`config.mk`:
```
export PLATFORM = sky130hd
export DESIGN_NAME = mpc_adc_frame_reader
export DESIGN_NICKNAME = d
export VERILOG_FILES = /design/src/rtl/mpc_io_pkg.sv /design/src/rtl/mpc_adc_spi_shifter.sv /design/src/rtl/mpc_adc_frame_reader.sv
export SDC_FILE = /design/constraint.sdc
export NUM_CORES = 1
export LEC_CHECK = 0
export BUFFER_PORTS_ARGS = -buffer_cell sky130_fd_sc_hd__buf_2
export CORE_ASPECT_RATIO = 1.5
export CORE_MARGIN = 2
export CORE_UTILIZATION = 45
export DETAILED_ROUTE_END_ITERATION = 12
export PLACE_DENSITY = 0.73
export SETUP_SLACK_MARGIN = 0.5
export SLEW_MARGIN = 40
export SYNTH_ARGS = -nofsm -noshare
export SYNTH_HDL_FRONTEND = slang
export SYNTH_HIERARCHICAL = 1
export SYNTH_SLANG_ARGS = --single-unit
```
`constraint.sdc`:
```
create_clock -name wb_clk_i -period 2.1 [get_ports wb_clk_i]
set_input_delay 0.315 -clock wb_clk_i [delete_from_list [all_inputs] [get_ports wb_clk_i]]
set_output_delay 0.315 -clock wb_clk_i [all_outputs]
set_load 0.03 [all_outputs]
```
`src/rtl/mpc_io_pkg.sv`:
```
// Shared constants and types for the MPC acquisition front end.
// Channel numbering doubles as the 2-bit address sent to the ADC.
package mpc_io_pkg;

  localparam int ADC_DATA_W = 8;

  localparam logic [1:0] CH_IL = 2'd0;
  localparam logic [1:0] CH_VG = 2'd1;
  localparam logic [1:0] CH_VC = 2'd2;

  typedef enum logic [2:0] {
    IDLE  = 3'd0,
    SETUP = 3'd1,
    SHIFT = 3'd2,
    GAP   = 3'd3,
    DONE  = 3'd4
  } state_t;

endpackage

```
`src/rtl/mpc_adc_spi_shifter.sv`:
```
// One ADC conversion: a setup half-period with SCLK low, then 2+DATA_W SCLK periods
// shifting the channel address out and the result in. done flags the final cycle.
module mpc_adc_spi_shifter
  import mpc_io_pkg::*;
#(
  parameter int DATA_W   = ADC_DATA_W,
  parameter int SCLK_DIV = 2
) (
  input  logic              clk,
  input  logic              srst,
  input  logic              start,
  input  logic [1:0]        addr,
  input  logic              sdo,
  output logic              sclk,
  output logic              mosi,
  output logic [DATA_W-1:0] data,
  output logic              done
);

  localparam int NHALF = 1 + 2 * (2 + DATA_W);
  localparam int HW    = $clog2(NHALF + 1);
  localparam int DIV_W = (SCLK_DIV > 1) ? $clog2(SCLK_DIV) : 1;

  logic              active_reg;
  logic [DIV_W-1:0]  div_reg;
  logic [HW-1:0]     half_reg;
  logic [HW-1:0]     half_next;
  logic [1:0]        addr_reg;
  logic              sclk_reg;
  logic              mosi_reg;
  logic [DATA_W-1:0] data_reg;
  logic              half_end;

  // Half 0 is the setup phase; odd halves are SCLK low, even halves SCLK high.
  assign half_end  = active_reg && (div_reg == DIV_W'(SCLK_DIV - 1));
  assign half_next = half_reg + HW'(1);
  assign done      = half_end && (half_reg == HW'(NHALF - 1));

  always_ff @(posedge clk) begin
    if (srst) begin
      active_reg <= 1'b0;
      div_reg    <= '0;
      half_reg   <= '0;
      addr_reg   <= '0;
      sclk_reg   <= 1'b0;
      mosi_reg   <= 1'b0;
      data_reg   <= '0;
    end else if (start && !active_reg) begin
      active_reg <= 1'b1;
      div_reg    <= '0;
      half_reg   <= '0;
      addr_reg   <= addr;
      sclk_reg   <= 1'b0;
      mosi_reg   <= addr[1];
      data_reg   <= '0;
    end else if (active_reg) begin
      if (!half_end) begin
        div_reg <= div_reg + DIV_W'(1);
      end else begin
        div_reg <= '0;
        if (done) begin
          active_reg <= 1'b0;
          sclk_reg   <= 1'b0;
          mosi_reg   <= 1'b0;
        end else begin
          half_reg <= half_next;
          sclk_reg <= ~half_next[0];
          if (half_next[0]) begin
            mosi_reg <= (half_next == HW'(1)) ? addr_reg[1] :
                        (half_next == HW'(3)) ? addr_reg[0] : 1'b0;
          end else if (half_next >= HW'(6)) begin
            // Rising edge of a data period: the two address periods are skipped.
            data_reg <= {data_reg[DATA_W-2:0], sdo};
          end
        end
      end
    end
  end

  assign sclk = sclk_reg;
  assign mosi = mosi_reg;
  assign data = data_reg;

endmodule

```
`src/rtl/mpc_adc_frame_reader.sv`:
```
// Periodic three-channel ADC frame reader: period counter, channel sequencing,
// and frame registers that update all together on a single-cycle frame_valid.
module mpc_adc_frame_reader
  import mpc_io_pkg::*;
#(
  parameter int DATA_W        = ADC_DATA_W,
  parameter int SCLK_DIV      = 2,
  parameter int SAMPLE_PERIOD = 200
) (
  input  logic              wb_clk_i,
  input  logic              wb_rst_i,
  input  logic              enable,
  input  logic              adc_sdo,
  output logic              adc_cs_n,
  output logic              adc_sclk,
  output logic              adc_mosi,
  output logic [DATA_W-1:0] iL,
  output logic [DATA_W-1:0] vg,
  output logic [DATA_W-1:0] vc,
  output logic              frame_valid,
  output logic              busy,
  output logic              overrun
);

  localparam int DIV_W = (SCLK_DIV > 1) ? $clog2(SCLK_DIV) : 1;
  localparam int CNT_W = (SAMPLE_PERIOD > 1) ? $clog2(SAMPLE_PERIOD) : 1;

  state_t            state_reg;
  logic [CNT_W-1:0]  cnt_reg;
  logic [DIV_W-1:0]  tmr_reg;
  logic [1:0]        ch_reg;
  logic              cs_n_reg;
  logic              busy_reg;
  logic              fv_reg;
  logic              ovr_reg;
  logic [DATA_W-1:0] il_reg, vg_reg, vc_reg;
  logic              tick, tmr_last, start;
  logic [1:0]        start_addr;
  logic              sh_done;
  logic [DATA_W-1:0] sh_data;

  assign tick       = enable && (cnt_reg == CNT_W'(SAMPLE_PERIOD - 1));
  assign tmr_last   = (tmr_reg == DIV_W'(SCLK_DIV - 1));
  assign start      = ((state_reg == IDLE) && tick) ||
                      ((state_reg == GAP) && tmr_last && (ch_reg != CH_VC));
  assign start_addr = (state_reg == IDLE) ? CH_IL : ch_reg + 2'd1;

  always_ff @(posedge wb_clk_i) begin
    if (wb_rst_i || !enable) cnt_reg <= '0;
    else if (tick)           cnt_reg <= '0;
    else                     cnt_reg <= cnt_reg + CNT_W'(1);
  end

  mpc_adc_spi_shifter #(.DATA_W(DATA_W), .SCLK_DIV(SCLK_DIV)) u_shifter (
    .clk  (wb_clk_i),
    .srst (wb_rst_i),
    .start(start),
    .addr (start_addr),
    .sdo  (adc_sdo),
    .sclk (adc_sclk),
    .mosi (adc_mosi),
    .data (sh_data),
    .done (sh_done)
  );

  // Per-channel capture staging so partial frames never reach the outputs.
  for (genvar gi = 0; gi < 3; gi++) begin : gen_cap
    logic [DATA_W-1:0] val_reg;
    always_ff @(posedge wb_clk_i) begin
      if (wb_rst_i) val_reg <= '0;
      else if ((state_reg == SHIFT) && sh_done && (ch_reg == 2'(gi))) val_reg <= sh_data;
    end
  end

  always_ff @(posedge wb_clk_i) begin
    if (wb_rst_i) begin
      state_reg <= IDLE;
      tmr_reg   <= '0;
      ch_reg    <= CH_IL;
      cs_n_reg  <= 1'b1;
      busy_reg  <= 1'b0;
      fv_reg    <= 1'b0;
      ovr_reg   <= 1'b0;
      il_reg    <= '0;
      vg_reg    <= '0;
      vc_reg    <= '0;
    end else begin
      fv_reg  <= 1'b0;
      ovr_reg <= tick && (state_reg != IDLE);
      case (state_reg)
        IDLE: if (tick) begin
          state_reg <= SETUP;
          ch_reg    <= CH_IL;
          tmr_reg   <= '0;
          cs_n_reg  <= 1'b0;
          busy_reg  <= 1'b1;
        end
        SETUP: begin
          if (tmr_last) state_reg <= SHIFT;
          else          tmr_reg   <= tmr_reg + DIV_W'(1);
        end
        SHIFT: if (sh_done) begin
          state_reg <= GAP;
          tmr_reg   <= '0;
          cs_n_reg  <= 1'b1;
        end
        GAP: begin
          if (!tmr_last) begin
            tmr_reg <= tmr_reg + DIV_W'(1);
          end else if (ch_reg != CH_VC) begin
            state_reg <= SETUP;
            ch_reg    <= ch_reg + 2'd1;
            tmr_reg   <= '0;
            cs_n_reg  <= 1'b0;
          end else begin
            state_reg <= DONE;
            fv_reg    <= 1'b1;
            il_reg    <= gen_cap[0].val_reg;
            vg_reg    <= gen_cap[1].val_reg;
            vc_reg    <= gen_cap[2].val_reg;
          end
        end
        DONE: begin
          state_reg <= IDLE;
          busy_reg  <= 1'b0;
        end
        default: state_reg <= IDLE;
      endcase
    end
  end

  assign adc_cs_n    = cs_n_reg;
  assign busy        = busy_reg;
  assign frame_valid = fv_reg;
  assign overrun     = ovr_reg;
  assign iL          = il_reg;
  assign vg          = vg_reg;
  assign vc          = vc_reg;

endmodule

```
# Yosys cells after proc, flatten, opt, wreduce, memory -nomap -nowiden
# Cells that the tools add are included.
[classes]
addsub = 5
mul = 0
n_div = 0
n_lt_le_gt_ge = 1
n_eq_ne = 16
n_shift = 0
n_mux = 36
bitwise_logic = 5
n_reduce_logical = 39
[op_table]
columns = ["operator", "count"]
rows = [
  ["$mux W1", 22],
  ["$mux W3", 5],
  ["$logic_and A1 B1 Y1", 12],
  ["$pmux W3 S4", 1],
  ["$reduce_and A3 Y1", 4],
  ["$ne A2 B2 Y1 const B", 5],
  ["$reduce_and A5 Y1", 2],
  ["$reduce_bool A3 Y1", 3],
  ["$add A8 B1 Y8 const B", 1],
  ["$eq A8 B8 Y1 const B", 1],
  ["$mux W2", 4],
  ["$reduce_and A4 Y1", 2],
  ["$reduce_bool A2 Y1", 4],
  ["$eq A3 B2 Y1 const B", 2],
  ["$add A5 B1 Y5 const B", 1],
  ["$eq A5 B1 Y1 const B", 1],
  ["$eq A5 B2 Y1 const B", 1],
  ["$eq A5 B5 Y1 const B", 1],
  ["$ge A5 B3 Y1 const B", 1],
  ["$not A1 Y1", 5],
  ["$pmux W1 S4", 1],
  ["$pmux W2 S2", 1],
  ["$reduce_and A2 Y1", 2],
  ["$reduce_bool A4 Y1", 1],
  ["15 further kinds", 19],
]
[totals]
ff_bits = 85
latch_bits = 0
mem_bits_rw = 0
romBits = 0
output_inout_bits = 30
elab_cells = 123
memories = 0

# Longest topological paths before layout
[depth]
ltp_word = 9
ltp_mapped = 11
depth_no_buf = 8

# By module
# The synthesis kept the hierarchy.
[by_module_without_submodules]
columns = ["mod", "n_inst", "cells_each", "area_per_inst_um2"]
rows = [
  ["mpc_adc_frame_reader", 1, 317, 2797.7],
  ["mpc_adc_spi_shifter", 1, 130, 1118.6],
]

# Worst setup path after synthesis
# Ideal clock, no wire load.
[synth_timing]
path_kind = "register to register"
startpoint = "register cnt_reg[0]"
endpoint = "register u_shifter.data_reg[3], in the netlist u_shifter/data[3]"
arrival_time_ns = 2.080
path_slack_ns = -0.051
stages_incl_launch_ff = 11
period_less_slack_ns = 2.151
cell_sequence = "dfxtp_1 > ha_1 > and4b_1 > and3_4 > or2_1 > nor2b_1 > buf_2 > or2_1 > buf_2 > clkbuf_1 > a21oi_1"
[synth_via]
elab_chain_len = 6
[synth_lines]
columns = ["item", "line", "source"]
rows = [
  ["start, declared", "mpc_adc_frame_reader.sv:29", "logic [CNT_W-1:0] cnt_reg;"],
  ["start signal, assigned", "mpc_adc_frame_reader.sv:51", "else cnt_reg <= cnt_reg + CNT_W'(1);"],
  ["$eq A8 B8 Y1", "mpc_adc_frame_reader.sv:42", "assign tick = enable && (cnt_reg == CNT_W'(SAMPLE_PERIOD - 1));"],
  ["$logic_and A1 B1 Y1", "mpc_adc_frame_reader.sv:42", ""],
  ["$logic_and A1 B1 Y1", "mpc_adc_frame_reader.sv:44", "assign start = ((state_reg == IDLE) && tick) ||"],
  ["$logic_or A1 B1 Y1", "mpc_adc_frame_reader.sv:44", ""],
  ["named net start", "mpc_adc_frame_reader.sv:37", "logic tick, tmr_last, start;"],
  ["$logic_and A1 B1 Y1", "mpc_adc_spi_shifter.sv:48", "end else if (start && !active_reg) begin"],
  ["$reduce_or A2 Y1 (no source line)", "-", ""],
  ["end signal, assigned", "mpc_adc_spi_shifter.sv:73", "data_reg <= {data_reg[DATA_W-2:0], sdo};"],
  ["end, declared", "mpc_adc_spi_shifter.sv:31", "logic [DATA_W-1:0] data_reg;"],
]
# The timed path passes the listed nets, and every way through them passes these cells.
# A chain may end at the register's enable or synchronous reset.

# Worst setup path after layout
[layout_timing]
startpoint = "register u_shifter.half_reg[0]"
endpoint = "register gen_cap[1].val_reg[0]"
[layout_via]
elab_chain_len = 4
[layout_lines]
columns = ["item", "line", "source"]
rows = [
  ["start, declared", "mpc_adc_spi_shifter.sv:26", "logic [HW-1:0] half_reg;"],
  ["start signal, assigned", "mpc_adc_spi_shifter.sv:66", "half_reg <= half_next;"],
  ["$eq A5 B5 Y1", "mpc_adc_spi_shifter.sv:37", "assign done = half_end && (half_reg == HW'(NHALF - 1));"],
  ["$logic_and A1 B1 Y1", "mpc_adc_spi_shifter.sv:37", ""],
  ["named net sh_done", "mpc_adc_frame_reader.sv:39", "logic sh_done;"],
  ["$logic_and A1 B1 Y1 (2 in series)", "mpc_adc_frame_reader.sv:71", "else if ((state_reg == SHIFT) && sh_done && (ch_reg == 2'(gi))) val_reg <= sh_data;"],
  ["end signal, assigned", "mpc_adc_frame_reader.sv:71", ""],
  ["end, declared", "mpc_adc_frame_reader.sv:68", "logic [DATA_W-1:0] val_reg;"],
]
# The timed path passes the listed nets, and every way through them passes these cells.

==> results.sh <==
export IMPL_crit_chain="inv_6, ha_4, and4b_4, nand2_4, inv_4, and4bb_4, buf_6, clkbuf_16, nand3_1, a21oi_1"
export IMPL_tns_ps=0
export IMPL_ys_seq_elements=85
export IMPL_min_period_ps=1920
export IMPL_finalCritPeriodShare=0.915
export IMPL_p_int_uw=2730
export IMPL_grt_pass1_vias=3433
export IMPL_hold_ws_ps=262
export IMPL_power_frac_clock=0.490
export IMPL_muxShareOfSynthArea=0.00511
export IMPL_finClkSkew_ps=9.06
export IMPL_power_frac_comb=0.034
export IMPL_clock_path_buffers=2
export IMPL_drt_total_wl_um=11400
export IMPL_syn_to_final_growth_pct=33.0
export IMPL_switching_share=0.217
export IMPL_core_rowCount=41
export IMPL_synth_cell_types=58
export IMPL_grt_max_degree=45
export IMPL_final_cell_mix="dfxtp_1, a21oi_1, o21ai_0"
export IMPL_initial_utilization=0.465
export IMPL_synth_compound_area_frac=0.252
export IMPL_yosys_area_share_simple=0.186
export IMPL_synth_seq_area_share=0.435
export IMPL_worstPathRequired_ps=2360
export IMPL_wl_met2_um=6080
export IMPL_slowest_stage="dfxtp_4"
export IMPL_crit_family="simple AND/OR/NAND/NOR gates"
export IMPL_insertedDiodeCount=0
export IMPL_cts_root_buf="clkbuf_16"
export IMPL_rsz0062_at_grt="yes"
export IMPL_synthAdderAreaFrac=0.0224
export IMPL_ir_drop_v=0.000509
export IMPL_cts_buffers=9
export IMPL_cts_sinks=85
export IMPL_fmax_ghz=0.521
export IMPL_synth_top_family_by_area="compound AO/OA/AOI/OAI gates"
export IMPL_netlist_area_sq_um=3920
export IMPL_synthArstFlopShare=0
export IMPL_hp_class="in2reg"
export IMPL_port_buffers=33
export IMPL_nets=511
export IMPL_syn_nets=458
export IMPL_gp_congestion=0.779
export IMPL_cp_max_fo=6
export IMPL_worstSetupEndpointType="register"
export IMPL_dr_pass1_iters=5
export IMPL_synth_edf_count=0
export IMPL_hold_viol=0
export IMPL_slew_headroom=0.621
export IMPL_antenna_found_initial=0
export IMPL_p_per_area_nw_per_um2=670
export IMPL_hpwl_um=5910
export IMPL_m1WireLength_um=4140
export IMPL_largest_reg_flops=24
export IMPL_die_x_um=80.2
export IMPL_drv_cap=0
export IMPL_dp_cells=569
export IMPL_highest_layer="met4"
export IMPL_wl_met3_um=651
export IMPL_synth_flop_cell="dfxtp_1"
export IMPL_maxSlewViolCount=0
export IMPL_fp_coreArea_sq_um=8410
export IMPL_crit_path_max_incr_delay_ps=370
export IMPL_switchingPower_uw=757
export IMPL_worstSetupPathType="reg2reg"
export IMPL_ctsHoldBuffers=0
export IMPL_first_iter_violations=377
export IMPL_status="complete, no violations"
export IMPL_overflow=0
export IMPL_mostFrequentLayoutCell="dfxtp_1"
export IMPL_drtAntennaViolNets=0
export IMPL_stdcell_count=612
export IMPL_yosysWarnings=6
export IMPL_cp_num_buf_inv=4
export IMPL_synth_xor_area_share=0.0198
export IMPL_grt_pass1_wl_um=16200
export IMPL_cts_tree="done"
export IMPL_worst_slew_pin_transition_ps=569
export IMPL_clock_latency_ps=340
export IMPL_vias=3793
export IMPL_cts_htree_levels=3
export IMPL_syn_inst=447
export IMPL_via_per_inst=6.20
export IMPL_syn_avg_cell_area_sq_um=8.76
export IMPL_die_y_um=118
export IMPL_cp_start_kind="register"
export IMPL_drc=0
export IMPL_die_area_sq_um=9480
export IMPL_io_pins=34
export IMPL_drive_above_1_share=0.339
export IMPL_power_leakage_uw=0.00185
export IMPL_clkTransAtPathRegs_ps=60
export IMPL_grt_usage=0.218
export IMPL_finalSetupViolCount=0
export IMPL_wl_per_cell_um=18.6
export IMPL_critical_path_arrival_ps=2190
export IMPL_seqPwrFrac=0.477
==> cell families (layout without fill, tap and decap cells) <==
group,count (synthesis),count (layout)
compound gates,163,163
xor+xnor,8,8
fa+ha+maj,7,7
buf+inv,57,112
flops,85,85
mux,2,2
simple gates,125,128
==> final timing paths <==
path	start	endpoint	slack, ps	depth (start not counted)
max	u_shifter/half_reg[0]	gen_cap[1].val_reg[0]	180	10
min	adc_sdo	u_shifter/data[0]	260	3
max reg2reg	u_shifter/half_reg[0]	gen_cap[1].val_reg[0]	180	10
min reg2reg	cnt_reg[0]	cnt_reg[0]	440	1
==> power by group through the flow <==
stage	logic (uW)	registers [uW]	clock network, uW
floorplan	74.1	1680	0
global placement	87.1	1690	0
detailed placement	90.8	1690	0
CTS	105	1650	1730
global route	127	1660	1810
finish	117	1660	1710
==> metrics by stage <==
step	setup slack, ps	total power, uW	area (sq um)	utilization
after floorplan	47.8	1750	3990	-
after global routing	137	3600	5210	0.619
final	179	3490	5210	0.619
after CTS	241	3490	4860	0.578
after detailed placement	53.7	1780	4180	0.497
after global placement	131	1780	4180	0.497
==> layout make-up <==
| cell class | count | area, sq um |
|---|---|---|
| clock inverters | 4 | 52.6 |
| multi-input cells | 308 | 2280 |
| fillers | 691 | 3210 |
| flip-flops and latches | 85 | 1720 |
| clock buffers | 12 | 278 |
| well taps | 107 | 134 |
| repair buffers | 76 | 656 |
| inverters | 20 | 85.1 |
==> worst reg2reg max path: stages, from the launching register on <==
cell and delay, ps:
dfxtp_4 370, inv_6 70, ha_4 150, and4b_4 250, nand2_4 60, inv_4 70, and4bb_4 290, buf_6 140
clkbuf_16 150, nand3_1 100, a21oi_1 180
==> per-layer routing <==
layer  vias to the layer above  track usage
met4                         0        0.125
li1                       1733            -
met2                       172        0.380
met3                        51       0.0496
met5                         -            0
met1                      1837        0.234
==> synth_stat cells (2+ instances only) <==
master	n	share of area
dfxtp_1	85	0.43
or3_1	4	0.0064
ha_1	7	0.022
o21ai_1	4	0.0051
a211oi_1	11	0.021
nand3_1	52	0.066
a2bb2oi_1	7	0.016
buf_2	9	0.012
nand4_1	5	0.0080
inv_1	20	0.019
a31oi_1	2	0.0032
buf_6	7	0.020
o21ai_0	49	0.063
and4b_1	2	0.0051
nor3_1	8	0.010
or2_1	3	0.0048
clkbuf_1	13	0.012
buf_1	2	0.0019
nor2_1	21	0.020
nor2b_1	3	0.0048
o21a_1	2	0.0038
buf_4	4	0.0077
nand3b_1	2	0.0038
a21oi_1	67	0.086
mux2i_1	2	0.0051
xor2_1	4	0.0089
o211ai_1	9	0.017
nand2_1	10	0.0096
xnor2_1	3	0.0067
buf_8	2	0.0077
==> timing repair <==
action                                  4_1_cts  5_1_grt
pin swaps                                     8       21
buffers inserted                             13        7
cloned                                        5        2
endpoints found under the setup margin       68       69
resized for setup                            36       54
endpoints found under the hold margin         0        0
No activity file was read; power rests on OpenSTA's default activity.
